--- src/rtl/mix_col_seq.sv ---
`default_nettype none
// ============================================================================
// Module      : mix_col_seq
// Description : Iterative AES MixColumns engine with valid/ready handshakes,
//               COLS_PER_CYCLE columns per clock. Define MIX_COL_INV_EN to
//               enable inverse coefficients selected by inv at accept.
// Revision    : 1.0 - initial release
// ============================================================================
module mix_col_seq #(
  parameter int COLS_PER_CYCLE = 1
) (
  input  logic         clk,
  input  logic         rst,
  input  logic         in_valid,
  output logic         in_ready,
  input  logic [127:0] mix_in,
  input  logic         inv,
  output logic         out_valid,
  input  logic         out_ready,
  output logic [127:0] mix_out
);

  generate
    if (!(COLS_PER_CYCLE == 1 || COLS_PER_CYCLE == 2 || COLS_PER_CYCLE == 4)) begin : g_bad_cpc
      $error("mix_col_seq: COLS_PER_CYCLE must be 1, 2 or 4");
    end
  endgenerate

  // The 2-bit counter wraps to 0 on the last BUSY cycle (step 4 truncates to 0).
  localparam logic [1:0] CNT_STEP = 2'(COLS_PER_CYCLE);
  localparam logic [1:0] CNT_LAST = 2'(4 - COLS_PER_CYCLE);

  typedef enum logic [1:0] {
    ST_IDLE = 2'd0,
    ST_BUSY = 2'd1,
    ST_DONE = 2'd2
  } state_t;

  state_t         state_q;
  logic [1:0]     cnt_q;
  logic [127:0]   work_q;
  logic [127:0]   work_d;
  logic           in_ready_q;
  logic           out_valid_q;

  function automatic logic [7:0] xtime(input logic [7:0] a);
    return {a[6:0], 1'b0} ^ (a[7] ? 8'h1B : 8'h00);
  endfunction

  function automatic logic [31:0] mix_fwd(input logic [31:0] c);
    logic [7:0] a0, a1, a2, a3, x0, x1, x2, x3;
    a0 = c[31:24]; a1 = c[23:16]; a2 = c[15:8]; a3 = c[7:0];
    x0 = xtime(a0); x1 = xtime(a1); x2 = xtime(a2); x3 = xtime(a3);
    return {x0 ^ x1 ^ a1 ^ a2 ^ a3,
            a0 ^ x1 ^ x2 ^ a2 ^ a3,
            a0 ^ a1 ^ x2 ^ x3 ^ a3,
            x0 ^ a0 ^ a1 ^ a2 ^ x3};
  endfunction

`ifdef MIX_COL_INV_EN
  logic inv_q;

  function automatic logic [31:0] mix_inv(input logic [31:0] c);
    logic [7:0] a [4];
    logic [7:0] m9 [4], mb [4], md [4], me [4];
    logic [7:0] p2, p4, p8;
    for (int k = 0; k < 4; k++) begin
      a[k]  = c[31-8*k -: 8];
      p2    = xtime(a[k]);
      p4    = xtime(p2);
      p8    = xtime(p4);
      m9[k] = p8 ^ a[k];
      mb[k] = p8 ^ p2 ^ a[k];
      md[k] = p8 ^ p4 ^ a[k];
      me[k] = p8 ^ p4 ^ p2;
    end
    return {me[0] ^ mb[1] ^ md[2] ^ m9[3],
            m9[0] ^ me[1] ^ mb[2] ^ md[3],
            md[0] ^ m9[1] ^ me[2] ^ mb[3],
            mb[0] ^ md[1] ^ m9[2] ^ me[3]};
  endfunction

  function automatic logic [31:0] col_xform(input logic [31:0] c, input logic iv);
    return iv ? mix_inv(c) : mix_fwd(c);
  endfunction
`else
  logic unused_inv;
  assign unused_inv = inv;

  function automatic logic [31:0] col_xform(input logic [31:0] c);
    return mix_fwd(c);
  endfunction
`endif

  // Columns cnt..cnt+CPC-1 are rewritten in place; the rest pass through.
  always_comb begin
    work_d = work_q;
    for (int j = 0; j < COLS_PER_CYCLE; j++) begin
`ifdef MIX_COL_INV_EN
      work_d[{cnt_q + 2'(j), 5'd0} +: 32] = col_xform(work_q[{cnt_q + 2'(j), 5'd0} +: 32], inv_q);
`else
      work_d[{cnt_q + 2'(j), 5'd0} +: 32] = col_xform(work_q[{cnt_q + 2'(j), 5'd0} +: 32]);
`endif
    end
  end

  always_ff @(posedge clk) begin
    if (rst) begin
      state_q     <= ST_IDLE;
      cnt_q       <= 2'd0;
      work_q      <= 128'd0;
      in_ready_q  <= 1'b1;
      out_valid_q <= 1'b0;
`ifdef MIX_COL_INV_EN
      inv_q       <= 1'b0;
`endif
    end else begin
      case (state_q)
        ST_IDLE: begin
          if (in_valid && in_ready_q) begin
            work_q     <= mix_in;
            cnt_q      <= 2'd0;
            state_q    <= ST_BUSY;
            in_ready_q <= 1'b0;
`ifdef MIX_COL_INV_EN
            inv_q      <= inv;
`endif
          end
        end
        ST_BUSY: begin
          work_q <= work_d;
          cnt_q  <= cnt_q + CNT_STEP;
          if (cnt_q == CNT_LAST) begin
            state_q     <= ST_DONE;
            out_valid_q <= 1'b1;
          end
        end
        ST_DONE: begin
          if (out_ready) begin
            state_q     <= ST_IDLE;
            out_valid_q <= 1'b0;
            in_ready_q  <= 1'b1;
          end
        end
        default: begin
          state_q     <= ST_IDLE;
          cnt_q       <= 2'd0;
          in_ready_q  <= 1'b1;
          out_valid_q <= 1'b0;
        end
      endcase
    end
  end

  assign in_ready  = in_ready_q;
  assign out_valid = out_valid_q;
  assign mix_out   = work_q;

endmodule
`default_nettype wire

--- config.mk ---
export PLATFORM = sky130hd
export DESIGN_NAME = mix_col_seq
export DESIGN_NICKNAME = d
export VERILOG_FILES = /design/src/rtl/mix_col_seq.sv
export SDC_FILE = /design/constraint.sdc
export NUM_CORES = 1
export LEC_CHECK = 0
export CORE_MARGIN = 4
export CORE_UTILIZATION = 40
export CTS_BUF_LIST = sky130_fd_sc_hd__clkbuf_4
export DETAILED_ROUTE_END_ITERATION = 7
export PLACE_DENSITY = 0.76
export SYNTH_ARGS = -nofsm -noshare
export SYNTH_HDL_FRONTEND = slang
export SYNTH_SLANG_ARGS = --single-unit
export TNS_END_PERCENT = 1
--- constraint.sdc ---
create_clock -name clk -period 5.6 [get_ports clk]
set_input_delay 1.68 -clock clk [delete_from_list [all_inputs] [get_ports clk]]
set_output_delay 1.68 -clock clk [all_outputs]
set_load 0.02 [all_outputs]
## Yosys cells after proc, flatten, opt, wreduce, memory -nomap -nowiden

Index checks and enable logic that the tools add are counted.

- Register bits: 134
- Output and inout bits: 130
- Memory bits (read-only): 0
- Bits in writable memories: 0
- Memories: 0
- Bits of input ports: 133
- Logic and storage cells: 66
- Latch bits: 0

- Multipliers: 0
- Eq/ne operators: 6
- Multiplexer cells: 19
- Shift-type cells: 3
- Reductions and logical operators: 8
- Div/mod/pow operators: 0
- Add/sub/neg operators: 2
- $lt $le $gt $ge: 0
- Bitwise logic cells: 23

Operator list:

| operator | count |
|---|---|
| $pmux 128 s2 | 1 |
| $bwmux 128 | 1 |
| $mux 128 | 1 |
| $shift 32x9->128 const A | 1 |
| $shiftx 128x8->32 | 1 |
| $shiftx 32x9->128 | 1 |
| $xor 8x8->8 | 16 |
| $xor 8x5->8 | 4 |
| $mux 5 | 4 |
| $pmux 2 s3 | 2 |
| $neg 7->9 | 1 |
| $reduce_and 3->1 | 3 |
| $mux 2 | 4 |
| $ne 2x2->1 const B | 3 |
| $pmux 1 s3 | 2 |
| $eq 2x2->1 const B | 2 |
| $mux 1 | 4 |
| $reduce_and 2->1 | 2 |
| $not 1->1 | 3 |
| $add 2x1->2 const B | 1 |
| $eq 2x1->1 const B | 1 |
| $logic_not 2->1 | 1 |
| $reduce_bool 2->1 | 1 |
| $logic_and 1x1->1 | 1 |

## Logic depth before layout (Yosys ltp)

Gate-level depths: netlist (run 1).

- Depth after elaboration: 10
- Gate-level depth with buffers: 11
- Mapped depth without buffers: 7

## Least setup slack after synthesis (run 1)

OpenSTA, ideal clock, no wires.

- Path kind: input-to-reg
- Start: in in_valid
- End: reg work_q[100] (netlist: mix_out[100])
- Stages: 5
- Arrival: 2.713 ns
- Path slack: 2.809 ns
- Required time: 5.522 ns
- Buffers on the path: 1
- Setup time: 0.078 ns
- Cells stage by stage: nand3b_1 a21oi_1 clkbuf_1 nor2_1 nor3_1

- Cells in the longest elaborated chain, start to end: 3

Ends and longest elaborated chain:

| item | RTL line | RTL |
|---|---|---|
| from (decl) | 14 | `input logic in_valid,` |
| $logic_and 1x1->1 | 120 | `if (in_valid && in_ready_q) begin` |
| $ne 2x2->1 (no source line) | n/a |  |
| $reduce_and 2->1 (no source line) | n/a |  |
| to (signal assigned) | 121 | `work_q <= mix_in;` |
| to (signal assigned) | 131 | `work_q <= work_d;` |
| to (decl) | 41 | `logic [127:0] work_q;` |

No other way between the ends.
A chain may end at the register's enable or synchronous reset.

## Worst setup path in the final report (run 1)

- Start: in in_valid
- End: reg work_q[42] (netlist: mix_out[42])

The elaborated chain is that of the path after synthesis.

==> impl_results.html, run 1 <==
<table>
<tr><th>Metric</th><th>Value</th></tr>
<tr><th colspan="2">Yosys</th></tr>
<tr><td>Combinational family with the most area after synthesis</td><td>compound AO/OA/AOI/OAI gates</td></tr>
<tr><td>Number of synthesized flops with an enable pin</td><td>0</td></tr>
<tr><td>Synthesized-area fraction occupied by ao, oa, aoi and oai cells</td><td>18.19%</td></tr>
<tr><td>Count of state elements after synthesis</td><td>134</td></tr>
<tr><td>Post-synthesis adder-cell area fraction</td><td>0.6321%</td></tr>
<tr><td>Net count after synthesis</td><td>896</td></tr>
<tr><td>Synth warn</td><td>0</td></tr>
<tr><td>Ys async rst share</td><td>0%</td></tr>
<tr><td>Parity-gate share of the synthesized area counting xor and xnor cells</td><td>17.67%</td></tr>
<tr><td>Gate Count Post-Synth</td><td>759</td></tr>
<tr><td>Synth Cell Area</td><td>7918 sq um</td></tr>
<tr><td>Seq/Total Area, Yosys</td><td>33.88%</td></tr>
<tr><td>Share of synthesized cell area in and, or, nand and nor gates</td><td>15.87%</td></tr>
<tr><td>Share of cell area taken by muxes after synthesis</td><td>9.102%</td></tr>
<tr><td>Mapped Avg Cell Area</td><td>10.43 sq um</td></tr>
<tr><td>Most used flip-flop cell after synthesis</td><td>sky130_fd_sc_hd__dfxtp_1</td></tr>
<tr><td>Distinct cells, synth</td><td>39</td></tr>
<tr><th colspan="2">Power and ir drop</th></tr>
<tr><td>Static Leak</td><td>4.051 nW</td></tr>
<tr><td>Power per standard cell area</td><td>353.4 nW/um^2</td></tr>
<tr><td>Total power</td><td>3.880 mW</td></tr>
<tr><td>Maximum resistive drop on vdd</td><td>0.0001795 V</td></tr>
<tr><th colspan="2">Floorplan</th></tr>
<tr><td>Die width</td><td>148.7 um</td></tr>
<tr><td>Placeable Area</td><td>19460 sq um</td></tr>
<tr><td>Starting Density</td><td>40.68%</td></tr>
<tr><td>Row count</td><td>51</td></tr>
<tr><td>Die height</td><td>148.7 um</td></tr>
<tr><td>Boundary Pins</td><td>263</td></tr>
<tr><td>Die area</td><td>22110 sq um</td></tr>
<tr><th colspan="2">Clocking</th></tr>
<tr><td>Bufs on Longest Clock Path</td><td>2</td></tr>
<tr><td>Root Driver</td><td>sky130_fd_sc_hd__clkbuf_4</td></tr>
<tr><td>Post-CTS clock slew at the launch and capture registers of the worst setup and hold paths</td><td>0.11 ns</td></tr>
<tr><td>CTS tree</td><td>built</td></tr>
<tr><td>Clock latency on the worst-skew pair</td><td>0.55 ns</td></tr>
<tr><td>Hold-fix buffers, CTS</td><td>0</td></tr>
<tr><td>Number of buffers created by CTS</td><td>17</td></tr>
<tr><td>Max H-tree Level</td><td>4</td></tr>
<tr><td>Resized Gates After CTS</td><td>0</td></tr>
<tr><td>Post-CTS setup buffers</td><td>0</td></tr>
<tr><td>Clock sink count</td><td>134</td></tr>
<tr><th colspan="2">Placement</th></tr>
<tr><td>Area of placed instances</td><td>10710 sq um</td></tr>
<tr><td>Final HPWL DP</td><td>21290 um</td></tr>
<tr><td>I/O Buffers</td><td>261</td></tr>
<tr><td>GPL Wtd Cong</td><td>0.8485</td></tr>
<tr><th colspan="2">Finish</th></tr>
<tr><td>Area growth, synth to finish</td><td>38.68%</td></tr>
<tr><td>Util after Layout</td><td>56.42%</td></tr>
<tr><td>Final Net Count</td><td>1114</td></tr>
<tr><td>Number of fill cells in the layout</td><td>1688</td></tr>
<tr><td>Layout cells sized above 1</td><td>14.04%</td></tr>
<tr><td>Post-route cell area</td><td>10980 sq um</td></tr>
<tr><th colspan="2">STA</th></tr>
<tr><td>Number of max-slew violations in the final report</td><td>0</td></tr>
<tr><td>Number of hold violations in the final report</td><td>0</td></tr>
<tr><td>Setup repair after global routing missed its margin</td><td>no</td></tr>
<tr><td>Worst Skew</td><td>0.01904 ns</td></tr>
<tr><td>TNS Setup</td><td>0 ns</td></tr>
<tr><td>Worst-case headroom to the max-slew limit</td><td>36.13%</td></tr>
<tr><td>Maximum frequency from static timing analysis</td><td>0.2645 GHz</td></tr>
<tr><td>Transition time of the tightest slew-check pin</td><td>0.9557 ns</td></tr>
<tr><td>Minimum period implied by the final worst setup slack</td><td>3.780 ns</td></tr>
<tr><td>Final-report setup violation count</td><td>0</td></tr>
<tr><td>Tcrit/Tclk final</td><td>67.51%</td></tr>
<tr><th colspan="2">Detailed routing</th></tr>
<tr><td>Via count</td><td>7561</td></tr>
<tr><td>Remaining routing DRC violations</td><td>0</td></tr>
<tr><td>Initial DRC count</td><td>554</td></tr>
<tr><td>Post-DR wirelength/cell</td><td>23.96 um</td></tr>
<tr><td>Post-Route WL</td><td>30100 um</td></tr>
<tr><td>Drt pass-1 iters</td><td>5</td></tr>
<tr><td>Remaining antenna violation count</td><td>0</td></tr>
<tr><td>Via density per instance</td><td>6.020</td></tr>
<tr><th colspan="2">Global routing</th></tr>
<tr><td>Global router's overall resource usage</td><td>26.92%</td></tr>
<tr><td>Global-route wire length before repair</td><td>45780 um</td></tr>
<tr><td>Number of global-route vias before repair</td><td>7693</td></tr>
<tr><td>Total grt overflow</td><td>0</td></tr>
<tr><td>Initial antenna violation count</td><td>1</td></tr>
<tr><td>Largest net degree at the start of global routing</td><td>70</td></tr>
<tr><th colspan="2">Setup path</th></tr>
<tr><td>Data required time at the worst endpoint</td><td>6.00 ns</td></tr>
<tr><td>Critical path peak fanout</td><td>18</td></tr>
<tr><td>Critical path class</td><td>in -&gt; reg</td></tr>
<tr><td>Worst endpoint data arrival time</td><td>4.18 ns</td></tr>
<tr><td>Critical path capture point type</td><td>register</td></tr>
<tr><td>Critical Path Start Type</td><td>primary input</td></tr>
<tr><th colspan="2">Hold path</th></tr>
<tr><td>Kind of path behind the tightest hold check</td><td>reg -&gt; reg</td></tr>
<tr><th colspan="2">Run status</th></tr>
<tr><td>Status</td><td>finished, final reports clean</td></tr>
<tr><th colspan="2">Flow run</th></tr>
<tr><td>Number of violations of the max-capacitance limit</td><td>0</td></tr>
</table>
metrics by stage:
stage	std cells	setup slack (ns)	hold slack, ns
6_report	1256	1.820	0.4937
5_1_grt	1256	1.706	0.5417
4_1_cts	1255	1.908	0.5047
3_5_place_dp	1223	1.297	0.4874
3_3_place_gp	1223	1.324	0.4692
2_1_floorplan	759	2.809	0.5540
placed cells by master (no fill, tap or decap), drive strengths merged, types with 4 or more instances in the layout:
cell,Yosys,layout
clkdlybuf4s50,0,260
dfxtp,134,134
nor2,128,128
nor3,125,125
a221oi,124,124
xnor3,37,37
mux4,32,32
nand2,23,23
clkbuf,64,21
xnor2,20,20
buf,15,18
xor2,11,11
a21oi,11,11
clkinv,0,7
a211oi,5,5
xor3,5,5
o22ai,4,4
ha,4,4
cells in the mapped netlist (2+ instances only):
master	instances	share of area, %
sky130_fd_sc_hd__nor3_1	125	7.9
sky130_fd_sc_hd__mux4_2	32	9.1
sky130_fd_sc_hd__xor3_1	5	1.5
sky130_fd_sc_hd__xor2_1	10	1.1
sky130_fd_sc_hd__xnor2_2	4	0.82
sky130_fd_sc_hd__xnor3_1	32	9.1
sky130_fd_sc_hd__inv_1	3	0.14
sky130_fd_sc_hd__nor2_1	128	6.1
sky130_fd_sc_hd__nand2_1	23	1.1
sky130_fd_sc_hd__a221oi_2	32	6.1
sky130_fd_sc_hd__a221oi_1	92	10
sky130_fd_sc_hd__o22ai_1	4	0.32
sky130_fd_sc_hd__buf_6	4	0.57
sky130_fd_sc_hd__buf_1	4	0.19
sky130_fd_sc_hd__buf_4	3	0.28
sky130_fd_sc_hd__xnor3_2	5	1.5
sky130_fd_sc_hd__nand2b_1	2	0.16
sky130_fd_sc_hd__a211oi_1	5	0.47
sky130_fd_sc_hd__clkbuf_1	64	3.0
sky130_fd_sc_hd__ha_1	4	0.63
sky130_fd_sc_hd__xnor2_4	7	2.4
sky130_fd_sc_hd__xnor2_1	9	1.0
sky130_fd_sc_hd__dfxtp_1	134	34
sky130_fd_sc_hd__buf_2	3	0.19
sky130_fd_sc_hd__a21oi_1	11	0.70
cells by family after synthesis:
family | Yosys count
AOI/OAI and AO/OA | 149
muxes | 32
adders and majority gates | 4
DFF | 134
xor gates and xnor gates | 73
buffers and inverters | 82
and+or+nand+nor | 285
area by class of cell:
type / count / area [sq um] / share of cell area (%)
Multi-Input combinational cell: 543 / 4933 / 44.93
Clock inverter: 11 / 108.9 / 0.9913
Antenna cell: 1 / 2.502 / 0.02279
Tap cell: 265 / 331.6 / 3.020
Sequential cell: 134 / 2685 / 24.45
Clock buffer: 21 / 157.7 / 1.436
Inverter: 3 / 11.26 / 0.1026
Timing Repair Buffer: 278 / 2750 / 25.05
critical path, cell delays in order:
cell and delay (ns):
sky130_fd_sc_hd__clkdlybuf4s50_1 0.50, sky130_fd_sc_hd__nand3b_1 0.44, sky130_fd_sc_hd__nand2_1 0.18, sky130_fd_sc_hd__nand2_1 0.54, sky130_fd_sc_hd__buf_4 0.48, sky130_fd_sc_hd__a221oi_1 0.26, sky130_fd_sc_hd__nor3_1 0.08
state kept, by name (all words and copies together) (netlist names):
name and flops:
cnt_q 2, state_q 2, mix_out 128, out_valid 1
in_ready 1
worst paths after layout:
kind         slack, ns                    from  depth (start not counted)                        to
max               1.82                in_valid                          7  mix_out[42]$_SDFFE_PP0P_
min               0.49  out_valid$_SDFFE_PP0P_                          2    out_valid$_SDFFE_PP0P_
max reg2reg       2.26   cnt_q[1]$_SDFFE_PP0P_                          6  mix_out[70]$_SDFFE_PP0P_
min reg2reg       0.49  out_valid$_SDFFE_PP0P_                          2    out_valid$_SDFFE_PP0P_
layer usage:
| layer | track usage, % | up-vias | part of all wire (%) |
|---|---|---|---|
| met3 | 6.124 | 60 | 8.6 |
| met4 | 9.145 | 0 | 2.4 |
| met5 | 0 | - | 0 |
| met2 | 43.76 | 431 | 48 |
| li1 | - | 3371 | - |
| met1 | 35.55 | 3699 | 41 |
report_power, final:
| part | total (mW) | switching, mW | leakage (nW) | internal, mW |
|---|---|---|---|---|
| sequential | 1.17 | 0.102 | 1.11 | 1.06 |
| clock | 0.640 | 0.363 | 0.143 | 0.278 |
| combinational | 2.07 | 1.14 | 2.80 | 0.936 |
| total | 3.88 | 1.60 | 4.05 | 2.28 |
No activity file was read; power rests on OpenSTA's default activity.
==> inputs of run 2 (changes only) <==
==> constraint.sdc (replaced) <==
create_clock -name clk -period 3.9 [get_ports clk]
set_input_delay 1.17 -clock clk [delete_from_list [all_inputs] [get_ports clk]]
set_output_delay 1.17 -clock clk [all_outputs]
set_load 0.02 [all_outputs]
==> run 2 against run 1 <==
Net effect:
- register-to-register slack lost 1.4 ns
- worst setup slack lost 0.96 ns
- clock power grew 61%
- worst hold slack gained 0.011 ns
- sequential share of layout area shrank 0.42 points
- via count grew 1.7%
- clock-buffer cell count shrank 4
- clock skew grew 0.0046 ns
- cell area grew 1.7%
- global-route usage is essentially flat
- non-clock buffer count grew 12
- power grew 46%
- largest cell class unchanged
==> impl_results.html, run 2 (same netlist as run 1, synthesis figures left out) <==
<table>
<tr><th>Metric</th><th>Value</th></tr>
<tr><th colspan="2">Detailed routing</th></tr>
<tr><td>Post-DR wirelength/cell</td><td>23.95 um</td></tr>
<tr><td>Via count</td><td>7687</td></tr>
<tr><td>Remaining antenna violation count</td><td>0</td></tr>
<tr><td>Post-Route WL</td><td>30370 um</td></tr>
<tr><td>Drt pass-1 iters</td><td>5</td></tr>
<tr><td>Via density per instance</td><td>6.062</td></tr>
<tr><td>Initial DRC count</td><td>772</td></tr>
<tr><td>Remaining routing DRC violations</td><td>0</td></tr>
<tr><th colspan="2">Floorplan</th></tr>
<tr><td>Die height</td><td>148.7 um</td></tr>
<tr><td>Boundary Pins</td><td>263</td></tr>
<tr><td>Starting Density</td><td>40.68%</td></tr>
<tr><td>Die area</td><td>22110 sq um</td></tr>
<tr><td>Row count</td><td>51</td></tr>
<tr><td>Die width</td><td>148.7 um</td></tr>
<tr><td>Placeable Area</td><td>19460 sq um</td></tr>
<tr><th colspan="2">Placement</th></tr>
<tr><td>Post-placement worst setup slack</td><td>0.6093 ns</td></tr>
<tr><td>Final HPWL DP</td><td>21770 um</td></tr>
<tr><td>GPL Wtd Cong</td><td>0.8490</td></tr>
<tr><td>Cell total after placement</td><td>1235</td></tr>
<tr><td>I/O Buffers</td><td>261</td></tr>
<tr><th colspan="2">Finish</th></tr>
<tr><td>Area growth, synth to finish</td><td>41.10%</td></tr>
<tr><td>Most common cell after layout, fill and taps aside</td><td>sky130_fd_sc_hd__clkdlybuf4s50_1</td></tr>
<tr><td>Number of non-filler instances in the completed layout</td><td>1268</td></tr>
<tr><td>Util after Layout</td><td>57.40%</td></tr>
<tr><td>Number of flip-flops under the largest register name</td><td>128</td></tr>
<tr><td>Final Net Count</td><td>1126</td></tr>
<tr><td>Layout cells sized above 1</td><td>15.37%</td></tr>
<tr><td>Highest-count cells in the layout ignoring fill and taps</td><td>260 x sky130_fd_sc_hd__clkdlybuf4s50_1, 132 x sky130_fd_sc_hd__dfxtp_1, 128 x sky130_fd_sc_hd__nor2_1, 125 x sky130_fd_sc_hd__nor3_1, 92 x sky130_fd_sc_hd__a221oi_1</td></tr>
<tr><th colspan="2">Power and ir drop</th></tr>
<tr><td>Share of power burned in registers</td><td>29.4%</td></tr>
<tr><td>Power spent charging and discharging nets</td><td>2.344 mW</td></tr>
<tr><td>Switching share of total power</td><td>41.26%</td></tr>
<tr><td>Static Leak</td><td>4.135 nW</td></tr>
<tr><td>Power per standard cell area</td><td>508.4 nW/um^2</td></tr>
<tr><td>Logic pwr share</td><td>52.5%</td></tr>
<tr><td>Share of power burned in the clock network</td><td>18.1%</td></tr>
<tr><td>Int Power</td><td>3.336 mW</td></tr>
<tr><td>Maximum resistive drop on vdd</td><td>0.0002723 V</td></tr>
<tr><th colspan="2">Clocking</th></tr>
<tr><td>Max H-tree Level</td><td>4</td></tr>
<tr><td>Bufs on Longest Clock Path</td><td>2</td></tr>
<tr><td>CTS tree</td><td>built</td></tr>
<tr><td>Clock latency on the worst-skew pair</td><td>0.57 ns</td></tr>
<tr><td>Clock sink count</td><td>134</td></tr>
<tr><td>Number of buffers created by CTS</td><td>17</td></tr>
<tr><td>Post-CTS clock slew at the launch and capture registers of the worst setup and hold paths</td><td>0.14 ns</td></tr>
<tr><td>Resized Gates After CTS</td><td>0</td></tr>
<tr><td>Post-CTS setup buffers</td><td>0</td></tr>
<tr><td>Root Driver</td><td>sky130_fd_sc_hd__clkbuf_4</td></tr>
<tr><td>Hold-fix buffers, CTS</td><td>0</td></tr>
<tr><th colspan="2">STA</th></tr>
<tr><td>Number of max-slew violations in the final report</td><td>0</td></tr>
<tr><td>Worst-case headroom to the max-slew limit</td><td>40.41%</td></tr>
<tr><td>Setup repair after global routing missed its margin</td><td>no</td></tr>
<tr><td>Final-report setup violation count</td><td>0</td></tr>
<tr><td>Transition time of the tightest slew-check pin</td><td>0.8938 ns</td></tr>
<tr><td>Tcrit/Tclk final</td><td>78.00%</td></tr>
<tr><td>Worst Skew</td><td>0.02367 ns</td></tr>
<tr><td>Maximum frequency from static timing analysis</td><td>0.3287 GHz</td></tr>
<tr><td>Final WS setup</td><td>0.8580 ns</td></tr>
<tr><td>Number of hold violations in the final report</td><td>0</td></tr>
<tr><td>Minimum period implied by the final worst setup slack</td><td>3.042 ns</td></tr>
<tr><td>TNS Setup</td><td>0 ns</td></tr>
<tr><th colspan="2">Setup path</th></tr>
<tr><td>CP cell instances</td><td>buf_12 -&gt; buf_4 -&gt; mux4_2 -&gt; xor2_2 -&gt; xnor3_1 -&gt; a221oi_1 -&gt; nor3_1</td></tr>
<tr><td>Data required time at the worst endpoint</td><td>4.36 ns</td></tr>
<tr><td>FF-to-FF Start</td><td>cnt_q[0]$_SDFFE_PP0P_</td></tr>
<tr><td>Critical path peak fanout</td><td>21</td></tr>
<tr><td>Standard cell with the maximum stage delay on the critical path</td><td>sky130_fd_sc_hd__mux4_2</td></tr>
<tr><td>Buf+Inv Stages, Crit Path</td><td>2</td></tr>
<tr><td>Critical path class</td><td>reg -&gt; reg</td></tr>
<tr><td>Slack of the worst reg-to-reg path</td><td>0.86 ns</td></tr>
<tr><td>CP delay by family, top</td><td>XOR/XNOR gates</td></tr>
<tr><td>Depth of the worst register-to-register path</td><td>7</td></tr>
<tr><td>Endpoint of the worst register-to-register path</td><td>mix_out[65]$_SDFFE_PP0P_</td></tr>
<tr><td>Critical path capture point type</td><td>register</td></tr>
<tr><td>Maximum single-stage delay on the critical path</td><td>0.63 ns</td></tr>
<tr><td>Crit path launch</td><td>cnt_q[0]$_SDFFE_PP0P_</td></tr>
<tr><td>Worst endpoint data arrival time</td><td>3.50 ns</td></tr>
<tr><td>Critical Path Start Type</td><td>register</td></tr>
<tr><th colspan="2">Run status</th></tr>
<tr><td>Status</td><td>finished, final reports clean</td></tr>
<tr><th colspan="2">Hold path</th></tr>
<tr><td>Kind of path behind the tightest hold check</td><td>reg -&gt; reg</td></tr>
<tr><td>Start point of the worst min-delay path</td><td>out_valid$_SDFFE_PP0P_</td></tr>
<tr><td>Worst Hold Depth</td><td>2</td></tr>
<tr><td>WHS Endpoint</td><td>out_valid$_SDFFE_PP0P_</td></tr>
<tr><th colspan="2">Flow run</th></tr>
<tr><td>Number of violations of the max-capacitance limit</td><td>0</td></tr>
<tr><th colspan="2">Global routing</th></tr>
<tr><td>Total grt overflow</td><td>0</td></tr>
<tr><td>Largest net degree at the start of global routing</td><td>70</td></tr>
<tr><td>Global-route wire length before repair</td><td>45890 um</td></tr>
<tr><td>Initial antenna violation count</td><td>1</td></tr>
<tr><td>Global router's overall resource usage</td><td>26.92%</td></tr>
<tr><td>Number of global-route vias before repair</td><td>7729</td></tr>
</table>
run 2: worst reg2reg max path, delay by kind of cell (launching register included):
kind | cells | cell delay (ns)
mux | 1 | 0.63
flops | 1 | 0.61
compound gates | 1 | 0.31
xor+xnor | 2 | 0.83
buf+inv | 2 | 0.48
simple gates | 1 | 0.08
run 2: worst max path at each step:
stage	cells after the start	slack (ns)	to
floorplan	9	1.34	mix_out[17]$_SDFFE_PP0P_
global placement	7	0.66	mix_out[114]$_SDFFE_PP0P_
detailed placement	7	0.61	mix_out[110]$_SDFFE_PP0P_
CTS	7	0.85	mix_out[40]$_SDFFE_PP0P_
global route	7	0.69	mix_out[65]$_SDFFE_PP0P_
finish	7	0.86	mix_out[65]$_SDFFE_PP0P_
run 2: power by group through the flow:
stage               combinational [mW]  sequential [mW]  clock [mW]
finish                            2.98             1.67        1.03
global route                      3.13             1.69        1.10
CTS                               2.97             1.67        1.04
detailed placement                2.96             1.70           0
global placement                  2.93             1.69           0
floorplan                         1.75             1.84           0
run 2: routing by layer:
metal,share of wire [%],track usage [%],vias up
li1,-,-,3389
met5,0,0,-
met2,49,44.01,446
met1,41,35.46,3783
met4,2.9,10.25,0
met3,8.0,5.210,69
run 2: cell type report:
| cell class | count | area (sq um) |
|---|---|---|
| fill | 1671 | 8290 |
| multi-input combinational | 543 | 4933 |
| timing repair buffer | 290 | 2903 |
| sequential | 134 | 2685 |
| tap | 265 | 331.6 |
| clock inverter | 15 | 177.7 |
| clock buffer | 17 | 127.6 |
| inverter | 3 | 11.26 |
| antenna | 1 | 2.502 |
run 2: metrics by stage:
stage	total power, mW	hold slack (ns)	cell area (sq um)
5_1_grt	5.925	0.5370	11170
3_5_place_dp	4.653	0.4959	10860
6_report	5.680	0.5049	11170
3_3_place_gp	4.626	0.4714	10860
4_1_cts	5.677	0.5142	11170
2_1_floorplan	3.590	0.5540	7918
